## config.mk

```make
export PLATFORM = sky130hd
export DESIGN_NAME = id_hazard_ctrl
export DESIGN_NICKNAME = d
export VERILOG_FILES = /design/src/rtl/id_hazard_ctrl_pkg.sv /design/src/rtl/id_hazard_ctrl_fwd_sel.sv /design/src/rtl/id_hazard_ctrl.sv
export SDC_FILE = /design/constraint.sdc
export NUM_CORES = 1
export LEC_CHECK = 0
export BUFFER_PORTS_ARGS = -buffer_cell sky130_fd_sc_hd__buf_2
export CELL_PAD_IN_SITES_DETAIL_PLACEMENT = 0
export CELL_PAD_IN_SITES_GLOBAL_PLACEMENT = 2
export CORE_MARGIN = 4
export CORE_UTILIZATION = 32
export CTS_BUF_LIST = sky130_fd_sc_hd__clkbuf_4 sky130_fd_sc_hd__clkbuf_8
export CTS_CLUSTER_SIZE = 40
export DETAILED_ROUTE_END_ITERATION = 8
export PLACE_DENSITY_LB_ADDON = 0.25
export SETUP_SLACK_MARGIN = 0.3
export SLEW_MARGIN = 20
export SYNTH_ARGS = -nofsm -noshare
export SYNTH_HDL_FRONTEND = slang
export SYNTH_HIERARCHICAL = 1
export SYNTH_SLANG_ARGS = --single-unit
```

## constraint.sdc

```tcl
create_clock -name clk -period 2.31 [get_ports clk]
set_input_delay 0.3465 -clock clk [delete_from_list [all_inputs] [get_ports clk]]
set_output_delay 0.3465 -clock clk [all_outputs]
set_load 0.02 [all_outputs]
```

## src/rtl/id_hazard_ctrl_pkg.sv

```systemverilog
// Shared definitions for the ID-stage hazard/forwarding control: forward-select codes,
// select width and the bit layout of one in-flight destination slot.
package id_hazard_ctrl_pkg;

  localparam int FWD_CTRL_W = 3;

  typedef enum logic [FWD_CTRL_W-1:0] {
    FWD_SRC_GR      = 3'd0,
    FWD_SRC_EX      = 3'd1,
    FWD_SRC_MM1     = 3'd2,
    FWD_SRC_MM2_REG = 3'd3,
    FWD_SRC_MM2_MEM = 3'd4,
    FWD_SRC_WB      = 3'd5
  } fwd_src_e;

  // Slot = {vld, dest[REG_AW-1:0], late}; late sits at bit 0, vld on top.
  localparam int SLOT_LATE     = 0;
  localparam int SLOT_DEST_LSB = 1;

  function automatic int slot_w(input int reg_aw);
    return reg_aw + 2;
  endfunction

  function automatic int slot_vld(input int reg_aw);
    return reg_aw + 1;
  endfunction

endpackage

```

## src/rtl/id_hazard_ctrl_fwd_sel.sv

```systemverilog
// Per-operand priority encoder: youngest matching in-flight slot decides the forward
// source, or requests a stall when that slot's result is not produced yet.
module id_hazard_ctrl_fwd_sel
  import id_hazard_ctrl_pkg::*;
#(
  parameter int REG_AW = 5
) (
  input  logic [REG_AW-1:0]     src_i,
  input  logic                  use_i,
  input  logic [REG_AW+1:0]     slot_ex_i,
  input  logic [REG_AW+1:0]     slot_mm1_i,
  input  logic [REG_AW+1:0]     slot_mm2_i,
  input  logic [REG_AW+1:0]     slot_wb_i,
  output logic                  stall_req_o,
  output logic [FWD_CTRL_W-1:0] fwd_ctrl_o
);

  localparam int VLD = slot_vld(REG_AW);

  logic hit_ex, hit_mm1, hit_mm2, hit_wb;
  logic src_live;

  assign src_live = use_i & (src_i != '0);

  assign hit_ex  = src_live & slot_ex_i[VLD]
                 & (slot_ex_i[SLOT_DEST_LSB +: REG_AW] == src_i);
  assign hit_mm1 = src_live & slot_mm1_i[VLD]
                 & (slot_mm1_i[SLOT_DEST_LSB +: REG_AW] == src_i);
  assign hit_mm2 = src_live & slot_mm2_i[VLD]
                 & (slot_mm2_i[SLOT_DEST_LSB +: REG_AW] == src_i);
  assign hit_wb  = src_live & slot_wb_i[VLD]
                 & (slot_wb_i[SLOT_DEST_LSB +: REG_AW] == src_i);

  always_comb begin
    stall_req_o = 1'b0;
    fwd_ctrl_o  = FWD_SRC_GR;
    if (hit_ex) begin
      if (slot_ex_i[SLOT_LATE]) stall_req_o = 1'b1;
      else                      fwd_ctrl_o  = FWD_SRC_EX;
    end else if (hit_mm1) begin
      if (slot_mm1_i[SLOT_LATE]) stall_req_o = 1'b1;
      else                       fwd_ctrl_o  = FWD_SRC_MM1;
    end else if (hit_mm2) begin
      fwd_ctrl_o = slot_mm2_i[SLOT_LATE] ? FWD_SRC_MM2_MEM : FWD_SRC_MM2_REG;
    end else if (hit_wb) begin
      fwd_ctrl_o = FWD_SRC_WB;
    end
  end

endmodule

```

## src/rtl/id_hazard_ctrl.sv

```systemverilog
// ID-stage hazard/forwarding control: shadow pipeline of destination tags (EX..WB).
// Optional stall counter enabled by defining HAZ_PERF_CNT_EN.
module id_hazard_ctrl
  import id_hazard_ctrl_pkg::*;
#(
  parameter int REG_AW = 5,
  parameter int CNT_W  = 32
) (
  input  logic                  clk,
  input  logic                  resetn,
  input  logic                  pipe_en,
  input  logic                  flush,
  input  logic                  id_valid,
  input  logic [REG_AW-1:0]     id_rj,
  input  logic [REG_AW-1:0]     id_rk,
  input  logic                  id_use_rj,
  input  logic                  id_use_rk,
  input  logic [REG_AW-1:0]     id_dest,
  input  logic                  id_wen,
  input  logic                  id_res_late,
  output logic [FWD_CTRL_W-1:0] fwd_ctrl_j,
  output logic [FWD_CTRL_W-1:0] fwd_ctrl_k,
  output logic                  id_stall,
  output logic [CNT_W-1:0]      stall_cnt
);

  localparam int SW = slot_w(REG_AW);

  logic [SW-1:0] slot_ex_q,  slot_ex_d;
  logic [SW-1:0] slot_mm1_q, slot_mm1_d;
  logic [SW-1:0] slot_mm2_q, slot_mm2_d;
  logic [SW-1:0] slot_wb_q,  slot_wb_d;
  logic [SW-1:0] id_slot;
  logic          stall_j, stall_k;

  id_hazard_ctrl_fwd_sel #(.REG_AW(REG_AW)) u_sel_j (
    .src_i      (id_rj),
    .use_i      (id_use_rj),
    .slot_ex_i  (slot_ex_q),
    .slot_mm1_i (slot_mm1_q),
    .slot_mm2_i (slot_mm2_q),
    .slot_wb_i  (slot_wb_q),
    .stall_req_o(stall_j),
    .fwd_ctrl_o (fwd_ctrl_j)
  );

  id_hazard_ctrl_fwd_sel #(.REG_AW(REG_AW)) u_sel_k (
    .src_i      (id_rk),
    .use_i      (id_use_rk),
    .slot_ex_i  (slot_ex_q),
    .slot_mm1_i (slot_mm1_q),
    .slot_mm2_i (slot_mm2_q),
    .slot_wb_i  (slot_wb_q),
    .stall_req_o(stall_k),
    .fwd_ctrl_o (fwd_ctrl_k)
  );

  assign id_stall = id_valid & (stall_j | stall_k);

  // r0 writes and non-writers become empty slots so they can never match.
  always_comb begin
    id_slot = '0;
    if (id_valid && !id_stall && id_wen && (id_dest != '0))
      id_slot = {1'b1, id_dest, id_res_late};
  end

  always_comb begin
    slot_ex_d  = slot_ex_q;
    slot_mm1_d = slot_mm1_q;
    slot_mm2_d = slot_mm2_q;
    slot_wb_d  = slot_wb_q;
    if (flush) begin
      slot_ex_d  = '0;
      slot_mm1_d = '0;
      slot_mm2_d = '0;
      slot_wb_d  = '0;
    end else if (pipe_en) begin
      slot_wb_d  = slot_mm2_q;
      slot_mm2_d = slot_mm1_q;
      slot_mm1_d = slot_ex_q;
      slot_ex_d  = id_slot;
    end
  end

  always_ff @(posedge clk or negedge resetn) begin
    if (!resetn) begin
      slot_ex_q  <= '0;
      slot_mm1_q <= '0;
      slot_mm2_q <= '0;
      slot_wb_q  <= '0;
    end else begin
      slot_ex_q  <= slot_ex_d;
      slot_mm1_q <= slot_mm1_d;
      slot_mm2_q <= slot_mm2_d;
      slot_wb_q  <= slot_wb_d;
    end
  end

`ifdef HAZ_PERF_CNT_EN
  logic [CNT_W-1:0] cnt_q, cnt_d;

  // Only stalls that actually cost an advance are counted; wraps naturally.
  always_comb begin
    cnt_d = cnt_q;
    if (id_stall && pipe_en) cnt_d = cnt_q + {{(CNT_W-1){1'b0}}, 1'b1};
  end

  always_ff @(posedge clk or negedge resetn) begin
    if (!resetn) cnt_q <= '0;
    else         cnt_q <= cnt_d;
  end

  assign stall_cnt = cnt_q;
`else
  assign stall_cnt = '0;
`endif

endmodule

```

==> impl_metrics.csv, run 1 <==
group,metric,value,unit
cts,cts_max_level,1,
setup_path,critPathRequiredTime,1.96,ns
cts,clockRootBuffer,"clkbuf_8",
floorplan,die-width,89.2,um
routing,vias_per_cell,4.57,
layout,finish.utilization,39.4,%
place,place_ws,-0.0203,ns
global_routing,antenna_found_initial,0,
setup_path,r2r_start,"slot_ex_q[3]",
routing,via_count,1543,
floorplan,core,6390,um2
global_routing,grt_pass1_vias,1559,
routing,drc,0,
layout,seq_area,678,um2
cts,cts_tree,"done",
sta,period_needed,2.43,ns
place,port_buffers,30,
layout,fillers,677,
layout,drive_gt1_share,33.7,%
cts,cts_num_sinks,27,
setup_path,cpPeakStageDelay,0.45,ns
place,dpl.hpwl,3950,um
setup_path,cp_max_fo,3,
power,leakage,1.24,nW
sta,finalCritPeriodShare,105,%
place,gp_congestion,0.763,
layout,fin_area,2510,um2
power,ir_drop,0.000199,V
setup_path,endpoint_kind,"output port",
routing,drt.antenna.violating_nets,0,
routing,avgRoutedWirePerCell,15.5,um
job,drv_cap,0,
global_routing,grt_max_degree,28,
sta,rsz0062_at_grt,"yes",
sta,layout_setup_ws,-0.121,ns
sta,worst_pin_slew,0.643,ns
status,status,"finished with violations",
cts,clockBufferDepth,2,
setup_path,r2r_slack,0.22,ns
worst_hold_path,worstHoldPathType,"in2async",
routing,drt-total-wl,5250,um
setup_path,slowest_stage,"dfrtp_2",
setup_path,critPathArrivalTime,2.08,ns
status,violations,"setup timing",
cts,clk_pin_slew,0.10,ns
floorplan,pin_count,63,
power,powerDensity,390,nW/um2
sta,whs,0.0852,ns
cts,cts_buffers,3,
sta,clock.fmax,411,MHz
cts,cts_hold_buf,0,
logic_synthesis,syn_area_per_cell,9.72,um2
global_routing,grt_pass1_wl,8170,um
place,postPlaceCellArea,2250,um2
setup_path,rr_endpoint,"slot_ex_q[0]",
setup_path,cp_cell_sequence,"xor2_2 > nor4_2 > nand4_1 > mux2_4 > o21a_4 > buf_4",
global_routing,overflow,0,
sta,drv_slew,0,
sta,hold_viol,0,
logic_synthesis,syn_area,2110,um2
routing,drtPass1Iterations,4,
setup_path,rr_worst_depth,8,
sta,skew,0.00326,ns
layout,multi_input_area,1290,um2
logic_synthesis,synthCells,217,
setup_path,start_kind,"flip-flop",
layout,antennaDiodeCount,0,
layout,area_growth,19.2,%
routing,first_iter_violations,65,
global_routing,grt_util_all_layers,13.5,%
sta,relSlewSlack,57.2,%
floorplan,design.die.area,7950,um2
sta,setup_viol,3,
cts,clk_latency,0.27,ns
floorplan,row_count,29,
setup_path,path_class,"reg2out",
logic_synthesis,yosysWarnings,6,
floorplan,initial_core_util,33.0,%
layout,final_nets,286,
floorplan,die_h,89.2,um
layout by cell type (no fill, tap or decap), types with 3 or more instances in the layout:
cell      instances
nor2_1           24
conb_1           32
nand4_1           6
nor3_1            3
xnor2_1          16
buf_4            26
nand2_1           4
dfrtp_1          25
nor4_2            5
mux2_4            4
nor4_1            3
xor2_1           22
buf_2            23
mux2i_1          20
buf_6             7
a22o_1            6
clkbuf_8          3
report_power, final:
group	switching, mW	internal, mW
Combinational	0.136	0.0697
Sequential	0.00857	0.478
Clock	0.154	0.135
Total	0.298	0.683
flip-flops by register name, indices dropped and copies added, names as in the netlist:
signal and count:
slot_ex_q 7, slot_mm1_q 7, slot_mm2_q 7, slot_wb_q 6
layer usage:
layer	GRT usage, %	routed length (um)	vias to the layer above
li1	-	-	757
met1	18.1	2400	751
met2	23.9	2630	33
met3	1.47	198	2
met4	2.03	28	0
met5	0	0	-
through the flow:
| step | power, mW | setup TNS [ns] | cells |
|---|---|---|---|
| finish | 0.981 | -0.267 | 338 |
| global route | 1.03 | -0.920 | 338 |
| CTS | 0.988 | -0.273 | 335 |
| detailed placement | 0.691 | -0.0203 | 319 |
| global placement | 0.690 | -0.00578 | 319 |
| floorplan | 0.681 | 0 | 248 |
timing repair:
item / 4_1_cts / 5_1_grt
setup buffers: 12 / 3
endpoints found under the setup margin: 14 / 14
gates resized for setup: 18 / 8
hold endpoints to repair: 0 / 0
pin swaps: 7 / 12
worst max-delay path by stage:
stage	startpoint	end	slack (ns)	cells past startpoint
floorplan	id_rk[2]	id_stall	0.14	6
global route	slot_mm1_q[3]	fwd_ctrl_k[1]	-0.22	7
finish	slot_ex_q[3]	id_stall	-0.12	6
global placement	id_rk[2]	id_stall	-0.006	7
CTS	slot_ex_q[4]	id_stall	-0.13	6
detailed placement	id_rj[2]	id_stall	-0.02	7
cell type report:
class | count | area share (%)
multi-input combinational | 172 | 51.5
sequential | 27 | 27.0
inverter | 2 | 0.299
tap | 77 | 3.83
clock buffer | 4 | 1.94
timing repair buffer | 56 | 15.5
worst max-delay path, delay by kind of cell, from the launching register on:
kind / cells / cell delay, ns
AO/OA/AOI/OAI: 1 / 0.20
buffers and inverters: 1 / 0.15
multiplexers: 1 / 0.37
AND/OR/NAND/NOR: 2 / 0.50
XOR/XNOR: 1 / 0.15
flip-flops: 1 / 0.45
(Power assumes the default switching activity.)
==> run 2: changes to the inputs <==
BUFFER_PORTS_ARGS = -buffer_cell sky130_fd_sc_hd__buf_4   (was -buffer_cell sky130_fd_sc_hd__buf_2)
CORE_ASPECT_RATIO = 1.25   (was default)
==> run 2 against run 1 <==
  * The run still ends with setup timing left
  * Clock-buffer cell count decreased by 1
  * Sequential power about the same
  * Combinational power increased by 2%
  * Cell count increased by 1.2%
  * Hold slack improved by 0.21 ns
  * Die area increased by 0.11%
  * Via count decreased by 0.58%
  * Critical path depth unchanged
  * Register-to-register slack improved by 0.14 ns
  * Total power about the same
  * Sequential cell count unchanged
  * Utilization increased by 1.4 points
  * Highest routed layer unchanged
==> impl_metrics.csv, run 2 (same netlist as run 1, synthesis figures left out) <==
group,metric,value,unit
place,gp_congestion,0.759,
floorplan,row_count,32,
sta,clock.fmax,416,MHz
sta,skew,0.00189,ns
status,status,"finished with violations",
setup_path,endpoint_kind,"output port",
cts,clockBufferDepth,2,
setup_path,critPathRequiredTime,1.96,ns
routing,drtPass1Iterations,4,
layout,drive_gt1_share,31.5,%
layout,finalNonFillerCells,342,
place,port_buffers,30,
global_routing,grt_pass1_vias,1559,
worst_hold_path,worstHoldPathType,"in2reg",
layout,seq_area,677,um2
setup_path,start_kind,"flip-flop",
power,ir_drop,0.000207,V
power,powerDensity,383,nW/um2
worst_hold_path,holdPathStages,2,
layout,reg_top3,"slot_ex_q (7), slot_mm1_q (7), slot_mm2_q (7)",
routing,first_iter_violations,34,
floorplan,initial_core_util,33.6,%
sta,rsz0062_at_grt,"yes",
layout,final_nets,282,
cts,cts_max_level,1,
cts,clk_pin_slew,0.10,ns
global_routing,grt_util_all_layers,13.3,%
floorplan,die-width,80.6,um
layout,area_growth,21.5,%
routing,drc,0,
routing,vias_per_cell,4.49,
sta,layout_setup_ws,-0.0911,ns
status,violations,"setup timing",
cts,cts_num_sinks,27,
layout,mostFrequentLayoutCells,"buf_4, conb_1, dfrtp_1",
layout,antennaDiodeCount,0,
place,dpl.hpwl,3900,um
power,leakage,1.23,nW
setup_path,critPathArrivalTime,2.05,ns
cts,clockRootBuffer,"clkbuf_8",
global_routing,grt_pass1_wl,8150,um
global_routing,grt_max_degree,28,
sta,setup_tns,-0.196,ns
sta,drv_slew,0,
place,dp.cells,325,
floorplan,design.die.area,7960,um2
floorplan,pin_count,63,
routing,via_count,1534,
layout,fillers,660,
global_routing,overflow,0,
routing,drt.antenna.violating_nets,0,
floorplan,core,6290,um2
cts,clk_latency,0.28,ns
floorplan,die_h,98.8,um
global_routing,antenna_found_initial,0,
cts,cts_tree,"done",
sta,finalCritPeriodShare,104,%
routing,avgRoutedWirePerCell,14.9,um
setup_path,cp_max_fo,4,
layout,final_common_cell,"buf_4",
cts,cts_buffers,3,
routing,drt-total-wl,5110,um
layout,multi_input_area,1300,um2
setup_path,rr_worst_depth,7,
sta,period_needed,2.40,ns
setup_path,path_class,"reg2out",
job,drv_cap,0,
layout,finish.utilization,40.8,%
sta,setup_viol,3,
sta,hold_viol,0,
[run 2: worst paths after layout]
check,slack (ns),startpoint,to
setup / recovery,-0.09,slot_ex_q[4],id_stall
min in group asynchronous,0.51,resetn,slot_wb_q[4]
hold / removal,0.29,id_dest[3],slot_ex_q[4]
hold reg to reg,0.60,slot_mm2_q[6],slot_mm2_q[6]
setup reg to reg,0.36,slot_ex_q[4],slot_ex_q[3]
max in group asynchronous,1.51,resetn,slot_ex_q[4]
[run 2: cell type report]
cell class / count / share of cell area [%]
Multi-Input combinational cell: 172 / 50.8
Sequential cell: 27 / 26.4
Timing Repair Buffer: 52 / 16.5
Tap cell: 85 / 4.15
Clock buffer: 3 / 1.61
Inverter: 2 / 0.293
Clock inverter: 1 / 0.195
[run 2: timing repair]
action / in CTS / in global routing
hold endpoints to repair: 27 / 0
resized for setup: 18 / 3
setup buffers: 9 / 3
hold buffers: 1 / 0
pin swaps: 16 / 10
endpoints found under the setup margin: 14 / 14
[run 2: power breakdown]
group	total, mW	switching, mW	internal, mW	leakage [nW]
Clock	0.283	0.162	0.121	0.0255
Combinational	0.211	0.133	0.0778	0.834
Sequential	0.487	0.00896	0.478	0.374
[run 2: metal layers]
metal	GRT usage (%)	up-vias	wire length, um
met1	17.1	732	2210
met4	5.20	0	97
met3	1.19	7	200
li1	-	753	-
met2	22.6	42	2590
met5	0	-	0
[run 2: stage by stage]
step	cell area (um2)	worst slack (ns)	total power, mW	hold WS, ns
after floorplan	2280	0.137	0.681	0.0509
after global placement	2320	-0.00522	0.699	0.290
after detailed placement	2320	-0.0281	0.699	0.291
after CTS	2520	-0.161	0.987	0.288
after global routing	2560	-0.229	1.03	0.282
final	2560	-0.0911	0.981	0.292
[run 2: worst max-delay path, cell delays in order (launching register included)]
cell     delay [ns]
dfrtp_2        0.47
xor2_1         0.18
nor4_2         0.27
nand4_1        0.17
mux2_4         0.36
o21a_4         0.20
buf_6          0.12
